**src/rtl/demux_pkg.sv**
```systemverilog
// Shared definitions for the buffered 1-to-4 demultiplexer.
package demux_pkg;

    localparam int unsigned WIDTH_DEF = 32;
    localparam int unsigned DEPTH_DEF = 2;
    localparam int unsigned NUM_CH    = 4;

    localparam int unsigned CH_A = 0;
    localparam int unsigned CH_B = 1;
    localparam int unsigned CH_C = 2;
    localparam int unsigned CH_D = 3;

    typedef logic [1:0] sel_t;

    // One-hot decode of a channel select.
    function automatic logic [NUM_CH-1:0] sel_decode(input sel_t sel);
        logic [NUM_CH-1:0] oh;
        oh      = '0;
        oh[sel] = 1'b1;
        return oh;
    endfunction

endpackage

```
**src/rtl/demux_chan_fifo.sv**
```systemverilog
// Per-channel FIFO with a hold register so the head output keeps its last
// value while the FIFO is empty.
module demux_chan_fifo #(
    parameter int unsigned WIDTH = 32,
    parameter int unsigned DEPTH = 2
) (
    input  logic             Clk,
    input  logic             Rst_n,
    input  logic             Push,
    input  logic             Pop,
    input  logic [WIDTH-1:0] Wdata,
    output logic [WIDTH-1:0] Rdata,
    output logic             Full,
    output logic             Empty
);

    localparam int unsigned PtrW = (DEPTH > 1) ? $clog2(DEPTH) : 1;
    localparam int unsigned CntW = PtrW + 1;

    logic [WIDTH-1:0] mem_q  [DEPTH];
    logic [WIDTH-1:0] mem_d  [DEPTH];
    logic [PtrW-1:0]  wptr_q, wptr_d;
    logic [PtrW-1:0]  rptr_q, rptr_d;
    logic [CntW-1:0]  cnt_q,  cnt_d;
    logic [WIDTH-1:0] hold_q, hold_d;
    logic             do_push;
    logic             do_pop;

    assign Full    = (cnt_q == CntW'(DEPTH));
    assign Empty   = (cnt_q == '0);
    // Guard locally so a push to a full FIFO or a pop of an empty one is a no-op.
    assign do_push = Push & ~Full;
    assign do_pop  = Pop & ~Empty;

    // Head word comes straight from storage; the last popped word is shown when empty.
    assign Rdata = Empty ? hold_q : mem_q[rptr_q];

    // Next-state for storage, pointers, occupancy and hold register.
    always_comb begin
        mem_d  = mem_q;
        wptr_d = wptr_q;
        rptr_d = rptr_q;
        cnt_d  = cnt_q;
        hold_d = hold_q;
        if (do_push) begin
            mem_d[wptr_q] = Wdata;
            wptr_d        = wptr_q + PtrW'(1);
        end
        if (do_pop) begin
            hold_d = mem_q[rptr_q];
            rptr_d = rptr_q + PtrW'(1);
        end
        case ({do_push, do_pop})
            2'b10:   cnt_d = cnt_q + CntW'(1);
            2'b01:   cnt_d = cnt_q - CntW'(1);
            default: cnt_d = cnt_q;
        endcase
    end

    // State registers; reset discards all queued words.
    always_ff @(posedge Clk or negedge Rst_n) begin
        if (!Rst_n) begin
            for (int i = 0; i < int'(DEPTH); i++) begin
                mem_q[i] <= '0;
            end
            wptr_q <= '0;
            rptr_q <= '0;
            cnt_q  <= '0;
            hold_q <= '0;
        end else begin
            mem_q  <= mem_d;
            wptr_q <= wptr_d;
            rptr_q <= rptr_d;
            cnt_q  <= cnt_d;
            hold_q <= hold_d;
        end
    end

endmodule

```
**src/rtl/demux_1to4_buf.sv**
```systemverilog
// Buffered 1-to-4 demultiplexer: steers one producer stream into four
// independently drained channel FIFOs.
module demux_1to4_buf
    import demux_pkg::*;
#(
    parameter int unsigned WIDTH = WIDTH_DEF,
    parameter int unsigned DEPTH = DEPTH_DEF
) (
    input  logic              Clk,
    input  logic              Rst_n,
    input  logic              In_Valid,
    output logic              In_Ready,
    input  sel_t              Sel,
    input  logic [WIDTH-1:0]  Din,
    output logic [NUM_CH-1:0] Out_Valid,
    input  logic [NUM_CH-1:0] Out_Ready,
    output logic [WIDTH-1:0]  A,
    output logic [WIDTH-1:0]  B,
    output logic [WIDTH-1:0]  C,
    output logic [WIDTH-1:0]  D,
    output logic              Busy
);

    logic [NUM_CH-1:0] sel_oh;
    logic [NUM_CH-1:0] full;
    logic [NUM_CH-1:0] empty;
    logic [NUM_CH-1:0] push;
    logic [NUM_CH-1:0] pop;
    logic [WIDTH-1:0]  rdata [NUM_CH];

    // Ready depends only on the selected FIFO, never on any consumer.
    always_comb begin
        sel_oh    = sel_decode(Sel);
        In_Ready  = ~full[Sel];
        push      = {NUM_CH{In_Valid & In_Ready}} & sel_oh;
        Out_Valid = ~empty;
        pop       = Out_Ready & Out_Valid;
        Busy      = |Out_Valid;
    end

    for (genvar g = 0; g < int'(NUM_CH); g++) begin : g_chan
        demux_chan_fifo #(
            .WIDTH (WIDTH),
            .DEPTH (DEPTH)
        ) u_fifo (
            .Clk   (Clk),
            .Rst_n (Rst_n),
            .Push  (push[g]),
            .Pop   (pop[g]),
            .Wdata (Din),
            .Rdata (rdata[g]),
            .Full  (full[g]),
            .Empty (empty[g])
        );
    end

    assign A = rdata[CH_A];
    assign B = rdata[CH_B];
    assign C = rdata[CH_C];
    assign D = rdata[CH_D];

endmodule

```
**config.mk**
```make
export PLATFORM = sky130hd
export DESIGN_NAME = demux_1to4_buf
export DESIGN_NICKNAME = d
export VERILOG_FILES = /design/src/rtl/demux_pkg.sv /design/src/rtl/demux_chan_fifo.sv /design/src/rtl/demux_1to4_buf.sv
export SDC_FILE = /design/constraint.sdc
export NUM_CORES = 1
export LEC_CHECK = 0
export ABC_AREA = 1
export CORE_MARGIN = 1
export CORE_UTILIZATION = 57
export CTS_BUF_LIST = sky130_fd_sc_hd__clkbuf_8
export DETAILED_ROUTE_END_ITERATION = 10
export GPL_TIMING_DRIVEN = 0
export PLACE_DENSITY = 0.89
export SLEW_MARGIN = 15
export SYNTH_ARGS = -nofsm -noshare
export SYNTH_HDL_FRONTEND = slang
export SYNTH_SLANG_ARGS = --single-unit
```
**constraint.sdc**
```tcl
create_clock -name Clk -period 2.7 [get_ports Clk]
set_input_delay 0.27 -clock Clk [delete_from_list [all_inputs] [get_ports Clk]]
set_output_delay 0.27 -clock Clk [all_outputs]
set_load 0.01 [all_outputs]
```
==> results.toml <==
[placed_design]
gp_congestion = 0.8935
port_buffers = 142
dp_cells = 3072
dp_hpwl_um = 37890
dpl_cell_area_sq_um = 21040

[pwr]
p_switching_uw = 12400
comb_power_share_pct = 46.6
cell_internal_pwr_uw = 16530
power_leakage_uw = 0.01236
switching_share_pct = 42.86
p_per_area_nw_per_um2 = 1286
total_power_uw = 28930
ir_worst_vdd_mv = 0.5377
seqPwrFrac_pct = 35.2
p_clk_share_pct = 18.2

[floorplan]
row_count = 66
die_x_um = 184.3
initial_utilization_pct = 58.10
die-height_um = 184.3
fp.dieArea_sq_um = 33980
io_pins = 175
coreArea_sq_um = 32620

[sta]
fmax_mhz = 375.8
finalSetupViolations = 0
final.period_utilization_pct = 98.54
slew_violations = 0
whs_ns = 0.01040
worst_slew_pin_slew_ns = 0.6178
slew_headroom_pct = 58.81
hold_viol = 0
period_minus_slack_ns = 2.661
grt_setup_unrepaired = "yes"
fin_worst_skew_ns = 0.02176

[clock_tree]
max-clock-path-buffers = 3
clk_pin_slew_ns = 0.07
cts_sinks = 400
clk_latency_ns = 0.64
cts_buffers = 61
cts_tree = "done"
clockRootBuffer = "clkbuf_8"
htree_levels = 2

[global_route]
grt_first_pass_wirelength_um = 89040
grtUsageTotal_pct = 33.79
grt_max_degree = 107
grt_pass1_vias = 17390
grt_overflow = 0
antenna_found_initial = 2

[setup_path]
cp-start-kind = "flip-flop"
cp_max_fo = 10
cp_data_required_time_ns = 2.43
endpoint_kind = "primary output"
arrival_ns = 2.39
path_class = "flip-flop to primary output"

[yosys]
synthCells = 2484
synth.net_count = 2529
synth.cell_area_sq_um = 18950
avgSynthCellArea_sq_um = 7.629
synth_warnings = 0
ys_ff_latch = 400
yosysSeqAreaShare_pct = 52.82
synthDistinctLibCells = 23

[final_layout]
final_cell_mix = "nand2_1 (1301), dfrtp_1 (396), o21ai_0 (225)"
area_growth_pct = 18.70
nets = 2739
instances_no_fill = 3187
final_common_cell = "nand2_1"
fin_area_sq_um = 22500
post_route_cells_drive_above_1_share_pct = 10.28

[flow_run]
cap_violations = 0

[detailed_routing]
drc_errors = 0
viasPerCell = 5.589
dr.pass1.iters = 6
routed_wl_um = 56490
drt_iter0_drc = 2239
vias = 17810
routedWlPerCell_um = 17.73
drtAntennaViolNets = 0

[min_path]
worstHoldPathType = "primary input to flip-flop"

[run_status]
outcome = "finished, final reports clean"
[per-stage QoR]
stage / setup TNS [ns] / utilization (%) / worst slack, ns
6_report: 0 / 68.96 / 0.03932
5_1_grt: -0.04150 / 68.96 / -0.01374
4_1_cts: 0 / 68.69 / 0.0008005
3_5_place_dp: -0.01181 / 64.50 / -0.01181
3_3_place_gp: -6204.58 / 64.15 / -15.55
2_1_floorplan: 0 / - / 0.8266
[cell families after synthesis]
kind of cell | share of synthesized area (%)
AOI/OAI and AO/OA | 6.972
xor gates and xnor gates | 0.5546
adders and majority gates | 0.2641
buffers and inverters | 8.662
DFF | 52.82
and+or+nand+nor | 30.73
[worst max-delay path, cell delays in order (launching register included)]
cell             delay (ns)
dfrtp_1                0.42
nor2_2                 0.15
inv_2                  0.09
clkbuf_1               0.23
o21ai_0                0.29
clkdlybuf4s50_1        0.59
[registers in the layout (all words and copies together), names as in the netlist]
name and count:
g_chan.u_fifo.cnt_q 8, g_chan.u_fifo.hold_q 128, g_chan.u_fifo.mem_q 256, g_chan.u_fifo.rptr_q 4, g_chan.u_fifo.wptr_q 4
[power groups by stage]
| stage | registers (uW) | logic (uW) | clock network [uW] |
|---|---|---|---|
| 3_5_place_dp | 10100 | 13600 | 0 |
| 4_1_cts | 10100 | 13400 | 5230 |
| 3_3_place_gp | 10000 | 13100 | 0 |
| 2_1_floorplan | 9730 | 7830 | 0 |
| 6_report | 10200 | 13500 | 5260 |
| 5_1_grt | 10400 | 14900 | 5530 |
[final timing paths]
path                                                   startpoint                                 endpoint  slack (ns)  depth (start not counted)
setup / recovery            g_chan[3].u_fifo.cnt_q[1]$_DFFE_PN0P_                                     D[2]        0.04                          5
hold / removal                                             Din[1]    g_chan[0].u_fifo.mem_q[1]$_DFFE_PN0P_        0.01                          3
setup reg to reg            g_chan[2].u_fifo.cnt_q[0]$_DFFE_PN0P_    g_chan[2].u_fifo.cnt_q[1]$_DFFE_PN0P_        0.25                         10
hold reg to reg            g_chan[0].u_fifo.mem_q[24]$_DFFE_PN0P_   g_chan[0].u_fifo.mem_q[24]$_DFFE_PN0P_        0.47                          2
max in group asynchronous                                   Rst_n      g_chan[0].u_fifo.rptr_q$_DFFE_PN0P_        1.29                          4
min in group asynchronous                                   Rst_n  g_chan[2].u_fifo.hold_q[11]$_DFFE_PN0P_        0.15                          2
[what timing repair did]
action | 4_1_cts | 5_1_grt
setup buffers | 0 | 3
gates resized for setup | 217 | 40
setup endpoints to repair | 132 | 41
endpoints found under the hold margin | 55 | 0
hold buffers | 1 | 0
pin swaps | 0 | 0
[cell usage after synthesis (all sizes together)]
cell,count,area (sq um)
nand2,1306,4935
dfrtp,400,10010
o21ai,260,1301
inv,160,600.6
nand3,132,660.6
buf,100,740.7
clkbuf,80,300.3
nor2,19,111.4
nand4,7,116.4
xnor2,6,52.55
xor2,6,52.55
a21oi,4,20.02
ha,4,50.05
[layout make-up]
class / instances / area (sq um)
buffer: 177 / 1192
timing repair buffer: 150 / 1509
clock inverter: 34 / 210.2
clock buffer: 78 / 1074
multi-input combinational: 1744 / 7337
fill: 2442 / 10120
antenna: 2 / 5.005
inverter: 160 / 600.6
tap: 442 / 553.0
sequential: 400 / 10010
[per-layer routing]
layer	GRT usage, %	vias up	routed length [um]
met1	45.19	8537	22190
li1	-	8037	-
met4	19.93	2	3315
met3	5.928	211	5603
met5	0	-	9
met2	51.86	1026	25380
Note: power is estimated with default switching activity, not from simulation.
==> variant 1, RTL diff (same flow settings) <==
The package constant `NUM_CH` goes from 4 to 16.
--- a/src/rtl/demux_pkg.sv
+++ b/src/rtl/demux_pkg.sv
@@ -3,7 +3,7 @@
 
     localparam int unsigned WIDTH_DEF = 32;
     localparam int unsigned DEPTH_DEF = 2;
-    localparam int unsigned NUM_CH    = 4;
+    localparam int unsigned NUM_CH    = 16;
 
     localparam int unsigned CH_A = 0;
     localparam int unsigned CH_B = 1;
Ports: changed (resized Out_Ready and Out_Valid); port bits go from 175 to 199. No check against the original RTL was run, so the function may have changed too.
==> variant 1 against the unedited design <==
  * Area after synthesis grew 3.0%
  * Clock skew grew 7.0 ps
  * Power grew 3.0%
  * Worst setup slack lost 13 ps
  * Cell area grew 4.6%
  * Sequential cell count grew 24
  * Die area grew 3.0%
  * Wire length grew 4.1%
  * Largest power group unchanged
==> variant 1: results (changes against the unedited design) <==
Power
  • Internal power: 17.3 mW (+4.9%)
  • Peak VDD IR: 518 uV (-3.7%)
  • Leakage power: 13.0 nW (+5.1%)

Timing
  • Headroom to the max-slew limit: 43.6% (-15 points)
  • Worst clock skew: 28.8 ps (+7.05 ps)

Cells and area
  • Final #Nets: 2885 (+5.3%)
  • Largest regs: g_chan.u_fifo.mem_q x256, g_chan.u_fifo.hold_q x128, g_chan.u_fifo.cnt_q x32
  • Fraction of layout cells with a size suffix above 1: 8.69% (-1.6 points)

Global routing
  • Grt met1 use: 42.8% (-2.4 points)
  • Initial antenna violation count: 5 (+3)
  • Number of global-route vias before repair: 18258 (+5.0%)
  • M2 GR Usage: 52.3% (+0.43 points)
  • GRT Total Usage: 33.8% (+0.059 points)
  • Largest net degree at the start of global routing: 110 (+2.8%)
  • Met3 usage: 7.13% (+1.2 points)
  • First-pass GRT wire length: 93.5 mm (+5.0%)

Worst setup path
  • CP Max Fanout: 3 (-7)
  • Delay of the slowest critical-path stage: 490 ps (-100 ps)

Yosys
  • Top cells by area, synth: dfrtp_1 54%, nand2_1 25%, o21ai_0 7.0%
  • Synth Net Count: 2643 (+4.5%)
  • Seq/Total Area, Yosys: 54.4% (+1.5 points)
  • Post-synthesis cell type count: 21 (-8.7%)
  • Post-synth top cells: 1313 x nand2_1, 424 x dfrtp_1, 272 x o21ai_0

Place
  • DP Area: 21900 um2 (+3.9%)
  • DP Wirelength: 38.8 mm (+2.4%)
  • RD Place Congestion: 0.893 (about the same)
  • Port Buffer Count: 166 (+17%)
  • Placement Setup Slack: -124 ps (-112 ps)

Routing
  • WL final: 58.8 mm (+4.1%)
  • Vias per inst: 5.58 (-0.14%)
  • DRT iter0 DRCs: 2225 (-0.63%)

Clock network
  • Worst skew pair latency: 610 ps (-30 ps)
  • # resized after CTS: 162 (-25%)
  • H-tree depth: 3 (+1)
  • Total CTS buffers: 68 (+11%)

Min path
  • Hold Crit Class: in2async

Status
  • Status: completed
[variant 1: cell types whose count changed after synthesis, moves of 12 or more]
| cell | before | now |
|---|---|---|
| clkbuf_2 | 0 | 18 |
| nand2_1 | 1301 | 1313 |
| clkbuf_1 | 80 | 105 |
| inv_1 | 156 | 179 |
| o21ai_0 | 260 | 272 |
| dfrtp_1 | 400 | 424 |
| buf_6 | 39 | 0 |
| nand3_1 | 132 | 145 |
[variant 1: cell families (layout without fill, tap and decap cells)]
kind of cell               Yosys count  in the layout  synth area share, %
and+or+nand+nor                   1495           1495                 30.0
buffers and inverters              363            654                 7.40
other                                0              5                    0
adders and majority gates            4              4                0.256
xor gates and xnor gates            12             12                0.539
AOI/OAI and AO/OA                  288            288                 7.48
DFF                                424            424                 54.4
[variant 1: worst max-delay path, delay by kind of cell, from the launching register on]
kind                   cells  cell delay (ps)
DFF                        1              400
and+or+nand+nor            4              900
buffers and inverters      1              490
[variant 1: layout make-up]
| type | instances | area share, % |
|---|---|---|
| multi-input cells | 1799 | 31.9 |
| clock inverters | 37 | 1.08 |
| repair buffers | 174 | 7.80 |
| inverters | 183 | 2.92 |
| well taps | 448 | 2.38 |
| plain buffers | 178 | 3.95 |
| diodes | 5 | 0.0532 |
| clock buffers | 82 | 4.80 |
| flip-flops and latches | 424 | 45.1 |
[variant 1: per-layer routing]
layer | vias up | wire, um
met5 | - | 0
met4 | 0 | 4390
met3 | 269 | 5650
met2 | 1131 | 26600
met1 | 8738 | 22200
li1 | 8449 | -
[variant 1: path summary, 6_finish.rpt]
path	depth (start not counted)	endpoint	slack [ps]	startpoint
worst max-delay path	5	Busy	30	g_chan[7].u_fifo.cnt_q[1]
worst min-delay path	2	g_chan[2].u_fifo.mem_q[20]	90	Rst_n
worst max register to register	10	g_chan[3].u_fifo.cnt_q[1]	80	g_chan[3].u_fifo.cnt_q[1]
worst min register to register	2	g_chan[1].u_fifo.mem_q[14]	470	g_chan[1].u_fifo.mem_q[14]
max in group asynchronous	5	g_chan[0].u_fifo.mem_q[36]	910	Rst_n
min in group Clk	3	g_chan[0].u_fifo.mem_q[6]	100	Din[6]
[variant 1: power by group through the flow]
stage / clock network (mW) / registers [mW] / logic, mW
global route: 5.96 / 10.7 / 15.1
floorplan: 0 / 10.1 / 7.68
CTS: 5.69 / 10.4 / 13.5
detailed placement: 0 / 10.4 / 13.5
global placement: 0 / 10.4 / 13.0
finish: 5.69 / 10.5 / 13.6
[variant 1: per-stage QoR]
stage	std cells	hold slack, ps	util [%]	power [mW]
after detailed placement	3204	115	65.0	23.9
after global routing	3330	96.4	70.0	31.7
after CTS	3324	67.0	69.5	29.5
final	3330	86.2	70.0	29.8
after global placement	3200	453	64.7	23.3
after floorplan	2586	-25.6	-	17.8
==> variant 2, RTL diff (same settings) <==
Without the edit above. `hold_q` no longer has a reset.
--- a/src/rtl/demux_chan_fifo.sv
+++ b/src/rtl/demux_chan_fifo.sv
@@ -66,14 +66,16 @@
             wptr_q <= '0;
             rptr_q <= '0;
             cnt_q  <= '0;
-            hold_q <= '0;
         end else begin
             mem_q  <= mem_d;
             wptr_q <= wptr_d;
             rptr_q <= rptr_d;
             cnt_q  <= cnt_d;
-            hold_q <= hold_d;
         end
+    end
+
+    always_ff @(posedge Clk) begin
+        hold_q <= hold_d;
     end
 
 endmodule
Function: differs if Rst_n is asserted again (counterexample within 4 cycles, from zero or initial values and one cycle with Rst_n low); with Rst_n held inactive, the same outputs for 4 cycles.
==> variant 2 against the unedited design <==
  * Power increased by 3.0%
  * Count of clock-buffer cells in the layout decreased by 4
  * Cell count decreased by 18%
  * Sequential cell count unchanged
  * Wire length decreased by 13%
  * First-iteration DRC count decreased by 21%
  * Cell area decreased by 4.6%
  * Sequential power increased by 9%
  * Worst setup slack got worse by 19 ps
  * Fmax decreased by 0.72%
  * Register-to-register slack improved by 90 ps
  * Clock power decreased by 7.4%
  * Area after synthesis decreased by 6.4%
  * Critical path type unchanged
  * Largest power group unchanged
==> variant 2: results (changes against the unedited design) <==
Status
  • Status: completed

Routing
  • Vias per inst: 5.69 (+1.7%)
  • Initial DRT Pass Iterations: 7 (+1)
  • WL final: 49.2 mm (-13%)
  • Routed wire length per instance: 18.9 um (+6.7%)

Global routing
  • Largest net degree at the start of global routing: 95 (-11%)
  • GRT Total Usage: 31.0% (-2.8 points)
  • First-pass GRT wire length: 76.1 mm (-15%)
  • Initial antenna violation count: 3 (+1)

Worst setup path
  • Delay of the slowest critical-path stage: 490 ps (-100 ps)
  • Worst reg2reg path depth: 9 (-1)
  • Setup slack, reg-to-reg: 340 ps (+90 ps)
  • Critical path capture point: D[4]
  • CP Max Fanout: 7 (-3)
  • Worst path arrival time: 2410 ps (+20 ps)
  • Reg2Reg Capture Point: g_chan[3].u_fifo.cnt_q[1]
  • Crit Reg-Reg Startpoint: g_chan[3].u_fifo.cnt_q[0]

Power
  • Peak VDD IR: 835 uV (+55%)
  • Leakage power: 10.7 nW (-13%)
  • Clock power frac: 16.4% (-1.8 points)
  • Sw Share: 37.7% (-5.2 points)
  • Combinational Power Share: 46.3% (-0.3 points)

Cells and area
  • Multi-input gate area: 6440 um2 (-12%)
  • Fillers: 2030 (-17%)
  • Seq area share: 49.6% (+5.1 points)
  • Final #Nets: 2197 (-20%)
  • Area grow syn2layout: 21.0%
  • Fraction of layout cells with a size suffix above 1: 16.7% (+6.4 points)
  • Multi-input gates: 1360 (-22%)
  • Clock buf count: 74 (-5.1%)
  • Final non-clock buffer share: 11.9% (-0.070 points)
  • Non-clk invs: 28 (-83%)

Clock network
  • Worst skew pair latency: 620 ps (-20 ps)
  • CTS Hold Bufs: 10 (+9)
  • Total CTS buffers: 60 (-1.6%)
  • # resized after CTS: 67 (-69%)

Yosys
  • Post-synth top cells: 1046 x nand2_1, 272 x dfrtp_1, 132 x nand3_1
  • Synth async-reset ratio: 68.0% (-32 points)
  • Synth Net Count: 1969 (-22%)
  • Top cells by area, synth: dfrtp_1 38%, nand2_1 22%, edfxtp_1 22%
  • Cells after Synth: 1924 (-23%)
  • Seq/Total Area, Yosys: 60.0% (+7.2 points)

Place
  • DP Area: 19900 um2 (-5.5%)
  • RD Place Congestion: 0.890 (-0.43%)
  • Placement Setup Slack: -344 ps (-332 ps)
  • Placed Cells incl. Taps: 2469 (-20%)
  • DP Wirelength: 32.1 mm (-15%)

Min path
  • Hold Startpoint: Din[22]

Timing
  • Worst clock skew: 24.9 ps (+3.12 ps)
  • Worst Hold Slack: 26.4 ps (+16.0 ps)
  • Slew at the pin with the worst max-slew slack: 647 ps (+29.5 ps)
  • Crit path time final: 2680 ps (+19.4 ps)
variant 2: cell types whose count changed after synthesis, moves of 24 or more:
cell      before   now
buf_6         39     0
inv_1        156    23
buf_2         40    68
nand2_1     1301  1046
clkbuf_1      80    56
dfrtp_1      400   272
mux2_2         0   128
edfxtp_1       0   128
o21ai_0      260     4
variant 2: layer usage:
metal	GRT usage, %	wire [um]	vias to the layer above
li1	-	-	6577
met1	38.5	18000	7047
met2	50.3	23500	932
met3	5.92	4620	218
met4	18.8	3070	2
met5	0	12	-
variant 2: logic make-up (layout without fill, tap and decap cells):
kind of cell             after synthesis  count (layout)  share of synthesized area, %
other                                  0               2                             0
AO/OA/AOI/OAI                          8               8                         0.226
flip-flops                           400             400                          60.0
buffers and inverters                164             441                          3.99
XOR/XNOR                              12              12                         0.592
AND/OR/NAND/NOR                     1208            1208                          26.8
adder cells (fa/ha/maj)                4               4                         0.282
multiplexers                         128             128                          8.12
